## src/rtl/mem_port_arbiter.sv

```systemverilog
// Arbitrates one single-port memory between the instruction-fetch port and the load/store port.
// Optional build macro MEM_ARB_ROUND_ROBIN_EN: round-robin on contention instead of fixed LS-over-IF priority.
module mem_port_arbiter #(
    parameter int ADDR_W      = 32,
    parameter int DATA_W      = 32,
    parameter int MEM_LATENCY = 1
) (
    input  logic              clk,
    input  logic              rst,

    input  logic              if_req,
    input  logic [ADDR_W-1:0] if_addr,
    output logic [DATA_W-1:0] if_rdata,
    output logic              if_ack,

    input  logic              ls_req,
    input  logic              ls_we,
    input  logic [ADDR_W-1:0] ls_addr,
    input  logic [DATA_W-1:0] ls_wdata,
    output logic [DATA_W-1:0] ls_rdata,
    output logic              ls_ack,

    output logic              mem_en,
    output logic              mem_we,
    output logic [ADDR_W-1:0] mem_addr,
    output logic [DATA_W-1:0] mem_wdata,
    input  logic [DATA_W-1:0] mem_rdata
);

    typedef enum logic [1:0] {
        S_IDLE,
        S_ISSUE,
        S_WAIT,
        S_DONE
    } state_e;

    typedef enum logic {
        PORT_IF,
        PORT_LS
    } port_e;

    if (MEM_LATENCY < 1 || MEM_LATENCY > 7) begin : g_bad_latency
        $error("mem_port_arbiter: MEM_LATENCY must be in 1..7");
    end

    localparam logic [2:0] LAT_LOAD = 3'(MEM_LATENCY - 1);

    state_e            state, state_n;
    port_e             grant, grant_n;
    port_e             pick;
    logic [2:0]        cnt, cnt_n;
    logic              mem_en_n, mem_we_n;
    logic [ADDR_W-1:0] mem_addr_n;
    logic [DATA_W-1:0] mem_wdata_n;
    logic [DATA_W-1:0] if_rdata_n, ls_rdata_n;
    logic              if_ack_n, ls_ack_n;

`ifdef MEM_ARB_ROUND_ROBIN_EN
    port_e             last_grant, last_grant_n;
`endif

    // Winner if a grant happens this cycle; only consulted in IDLE with a request present.
    always_comb begin
        pick = PORT_IF;
        if (ls_req && if_req) begin
`ifdef MEM_ARB_ROUND_ROBIN_EN
            pick = (last_grant == PORT_IF) ? PORT_LS : PORT_IF;
`else
            pick = PORT_LS;
`endif
        end else if (ls_req) begin
            pick = PORT_LS;
        end
    end

    // Every output is computed one cycle ahead here and registered below,
    // so the registered view lines up with the FSM state it belongs to.
    always_comb begin
        // NOTE: every signal assigned in this block gets a default first; any
        // path that skipped an assignment would otherwise infer a latch.
        state_n     = state;
        grant_n     = grant;
        cnt_n       = cnt;
        mem_en_n    = 1'b0;
        mem_we_n    = mem_we;
        mem_addr_n  = mem_addr;
        mem_wdata_n = mem_wdata;
        if_rdata_n  = if_rdata;
        ls_rdata_n  = ls_rdata;
        if_ack_n    = 1'b0;
        ls_ack_n    = 1'b0;
`ifdef MEM_ARB_ROUND_ROBIN_EN
        last_grant_n = last_grant;
`endif

        unique case (state)
            S_IDLE: begin
                if (if_req || ls_req) begin
                    state_n  = S_ISSUE;
                    grant_n  = pick;
                    mem_en_n = 1'b1;
`ifdef MEM_ARB_ROUND_ROBIN_EN
                    last_grant_n = pick;
`endif
                    if (pick == PORT_LS) begin
                        mem_we_n    = ls_we;
                        mem_addr_n  = ls_addr;
                        mem_wdata_n = ls_wdata;
                    end else begin
                        mem_we_n    = 1'b0;
                        mem_addr_n  = if_addr;
                        mem_wdata_n = '0;
                    end
                end
            end

            S_ISSUE: begin
                if (mem_we) begin
                    state_n  = S_DONE;
                    ls_ack_n = 1'b1;
                end else begin
                    state_n = S_WAIT;
                    cnt_n   = LAT_LOAD;
                end
            end

            S_WAIT: begin
                if (cnt != 3'd0) begin
                    cnt_n = cnt - 3'd1;
                end else begin
                    state_n = S_DONE;
                    if (grant == PORT_LS) begin
                        ls_rdata_n = mem_rdata;
                        ls_ack_n   = 1'b1;
                    end else begin
                        if_rdata_n = mem_rdata;
                        if_ack_n   = 1'b1;
                    end
                end
            end

            S_DONE: begin
                // Requests are deliberately not sampled here; the requester drops req this cycle.
                state_n = S_IDLE;
            end

            default: begin
                state_n = S_IDLE;
            end
        endcase
    end

    // NOTE: sequential state uses non-blocking assignments only, so every flop
    // samples the pre-edge values regardless of statement order.
    always_ff @(posedge clk or posedge rst) begin
        if (rst) begin
            state     <= S_IDLE;
            grant     <= PORT_IF;
            cnt       <= 3'd0;
            mem_en    <= 1'b0;
            mem_we    <= 1'b0;
            mem_addr  <= '0;
            mem_wdata <= '0;
            if_rdata  <= '0;
            ls_rdata  <= '0;
            if_ack    <= 1'b0;
            ls_ack    <= 1'b0;
        end else begin
            state     <= state_n;
            grant     <= grant_n;
            cnt       <= cnt_n;
            mem_en    <= mem_en_n;
            mem_we    <= mem_we_n;
            mem_addr  <= mem_addr_n;
            mem_wdata <= mem_wdata_n;
            if_rdata  <= if_rdata_n;
            ls_rdata  <= ls_rdata_n;
            if_ack    <= if_ack_n;
            ls_ack    <= ls_ack_n;
        end
    end

`ifdef MEM_ARB_ROUND_ROBIN_EN
    // Resets to IF so the first contested grant goes to LS.
    always_ff @(posedge clk or posedge rst) begin
        if (rst) begin
            last_grant <= PORT_IF;
        end else begin
            last_grant <= last_grant_n;
        end
    end
`endif

endmodule

```

## config.mk

```make
export PLATFORM = sky130hd
export DESIGN_NAME = mem_port_arbiter
export DESIGN_NICKNAME = d
export VERILOG_FILES = /design/src/rtl/mem_port_arbiter.sv
export SDC_FILE = /design/constraint.sdc
export NUM_CORES = 1
export LEC_CHECK = 0
export CAP_MARGIN = 20
export CORE_MARGIN = 2
export CORE_UTILIZATION = 42
export DETAILED_ROUTE_END_ITERATION = 12
export GPL_TIMING_DRIVEN = 0
export PLACE_DENSITY = 0.8
export REMOVE_ABC_BUFFERS = 1
export SLEW_MARGIN = 20
export SYNTH_ARGS = -nofsm -noshare
export SYNTH_HDL_FRONTEND = slang
export SYNTH_SLANG_ARGS = --single-unit
```

## constraint.sdc

```tcl
create_clock -name clk -period 5.51 [get_ports clk]
set_clock_uncertainty 0.2 [all_clocks]
set_input_delay 1.102 -clock clk [delete_from_list [all_inputs] [get_ports clk]]
set_output_delay 1.102 -clock clk [all_outputs]
set_load 0.005 [all_outputs]
```

==> flow_metrics.tcl <==
set metrics [dict create \
    crit_family "buffers and inverters" \
    drt_pass1_iterations 4 \
    period_share_pct 48.9 \
    clockBufferDepth 2 \
    syn2layout_area_growth_pct 60.8 \
    power_density_nw_per_um2 557 \
    power_frac_seq_pct 34.1 \
    hold_viol 0 \
    cp.required_ns 4.21 \
    clockPowerShare_pct 23.2 \
    cts_tree "done" \
    status "completed" \
    fin_ws_ns 2.81 \
    final_common_cell "clkdlybuf4s50_1" \
    post_cts_buffers 0 \
    crit_fanout 6 \
    rows 42 \
    die_y_um 121 \
    avgViaCountPerCell 4.94 \
    start_kind "flip-flop" \
    crit_path_end_kind "output pin" \
    clk_latency_ns 0.40 \
    worst_pin_slew_ns 0.845 \
    place_ws_ns 2.61 \
    cts-resized-gates 0 \
    gr-usage-all-layers_pct 21.9 \
    switching_power_mw 1.50 \
    synth-seq-cells 138 \
    yosysSeqAreaShare_pct 59.7 \
    post_drt_wl_per_cell_um 17.2 \
    ctsHoldBuffers 0 \
    dp.cells 892 \
    timing.critical_path.cells "clkdlybuf4s50_1" \
    fin_hold_ws_ns 0.265 \
    timing.slew.headroom_pct 43.5 \
    setup_tns_ns 0 \
    leakage_nw 4.18 \
    drive_above_1_share_pct 14.5 \
    overflow 0 \
    die-width_um 121 \
    num_vias 4557 \
    combPwrFrac_pct 42.7 \
    layout_common_cells "clkdlybuf4s50_1 (263), dfrtp_1 (138), nand2_1 (103), mux2_2 (36), o21ai_0 (35)" \
    yosysUniqueCellTypes 33 \
    rsz0062_at_grt "no" \
    syn_inst 475 \
    yosysWarnings 0 \
    antenna_found_initial 1 \
    initial_core_util_pct 43.4 \
    holdCritStartpoint "mem_wdata[5]$_DFFE_PP0P_" \
    swShare_pct 29.0 \
    nets 874 \
    ant_nets 0 \
    dp_hpwl_um 11600 \
    fin_crit_ns 2.70 \
    total_power_mw 5.18 \
    crit_buf_inv 1 \
    worstSetupStartpoint "mem_we$_DFFE_PP0P_" \
    finalNonFillerCells 923 \
    clk_pin_slew_worst_paths_ns 0.06 \
    finalSetupViolations 0 \
    ios 265 \
    core_um2 13300 \
    peakVddDrop_mv 0.219 \
    gp_congestion 0.745 \
    cts_root_buf "clkbuf_16" \
    slowest_delay_ns 0.54 \
    drv_slew 0 \
    slowest_stage "clkdlybuf4s50_1" \
    drv_cap 0 \
    drc 0 \
    synth.avg_cell_area_um2 12.2 \
    fmax_mhz 371 \
    path_class "reg2out" \
    totalWireLength_um 15800 \
    cts.sinks 138 \
    cts_htree_levels 4 \
    portBuffers 264 \
    synth_area_um2 5790 \
    grt_pass1_wl_um 24900 \
    hold_path_class "reg2reg" \
    cts_buffers 17 \
    grt_max_degree 76 \
    grt_pass1_vias 4747 \
    p_int_mw 3.68 \
    dr.first_iter.drc_count 145 \
    cp.arrival_ns 1.39 \
    dieArea_um2 14700 \
    reg2reg_from "state[0]$_DFFE_PP0P_" \
]
## synthesized netlist by cell type, drive strengths merged
library cell  count  area (µm²)
dfrtp           138        3450
nand2           104         390
mux2             65         841
o21ai            36         184
nand3            33         165
mux2i            32         320
buf              16         111
clkbuf           14        52.6
inv               8        30.0
ha                6        75.1
nor2              3        11.3
nor2b             3        26.3
a22oi             2        15.0
o211ai            2        15.0
a21boi            1        7.51
a21oi             1        5.00
a221o             1        10.0
a31oi             1        6.26
and2              1        6.26
and3b             1        8.76
nand2b            1        6.26
nand4             1        6.26
nand4b            1        8.76
nor3              1        5.00
nor4b             1        8.76
nor4bb            1        10.0
o311ai            1        8.76
## layout make-up
class / count / area [µm²]
Multi-Input combinational cell: 299 / 2150
Tap cell: 176 / 220
Timing Repair Buffer: 271 / 2820
Clock inverter: 11 / 169
Fill cell: 970 / 4040
Sequential cell: 138 / 3450
Clock buffer: 19 / 453
Inverter: 8 / 37.5
Antenna cell: 1 / 2.50
## worst register-to-register path, stage by stage, from the launching register on
cell	delay (ns)
dfrtp_1	0.38
inv_1	0.14
ha_1	0.38
and3b_1	0.27
nor2b_4	0.43
buf_16	0.23
buf_16	0.17
mux2_4	0.31
## worst paths after layout
kind / cells past startpoint / to / slack, ns
min in group asynchronous: 2 / if_rdata[15]$_DFFE_PP0P_ / 0.93
worst max register to register: 7 / if_rdata[0]$_DFFE_PP0P_ / 2.88
worst min-delay path: 2 / mem_wdata[5]$_DFFE_PP0P_ / 0.26
max in group asynchronous: 3 / mem_wdata[25]$_DFFE_PP0P_ / 3.46
worst min register to register: 2 / mem_wdata[5]$_DFFE_PP0P_ / 0.26
worst max-delay path: 1 / mem_we / 2.81
## per-layer routing
metal | GRT usage, % | part of all wire, % | vias to the layer above
met4 | 6.47 | 1.4 | 0
met3 | 8.79 | 10 | 18
li1 | - | - | 2134
met5 | 0 | 0 | -
met1 | 24.6 | 39 | 2191
met2 | 38.2 | 49 | 214
## power by group through the flow
stage / clock, mW / sequential, mW / combinational (mW)
3_3_place_gp: 0 / 1.74 / 2.11
4_1_cts: 1.22 / 1.77 / 2.25
5_1_grt: 1.27 / 1.82 / 2.39
2_1_floorplan: 0 / 1.78 / 0.827
6_report: 1.20 / 1.77 / 2.21
3_5_place_dp: 0 / 1.78 / 2.23
## kinds of logic after synthesis
kind of cell,count (synthesis),share of synthesized area (%)
AO/OA/AOI/OAI,45,4.34
adder cells (fa/ha/maj),6,1.30
buffers and inverters,38,3.35
flip-flops,138,59.7
multiplexers,97,20.1
AND/OR/NAND/NOR,151,11.3
## through the flow
step	cell area, µm²	util, %
after floorplan	5620	-
after global placement	8490	63.6
after detailed placement	8680	65.1
after CTS	9310	69.7
after global routing	9310	69.7
final	9310	69.7
## flip-flops by register name, summed over array words and instances (netlist names), 2 cells and up
signal,flops
cnt,3
if_rdata,32
ls_rdata,32
mem_addr,32
mem_wdata,32
state,2
Power figures use the tool's default switching activity.
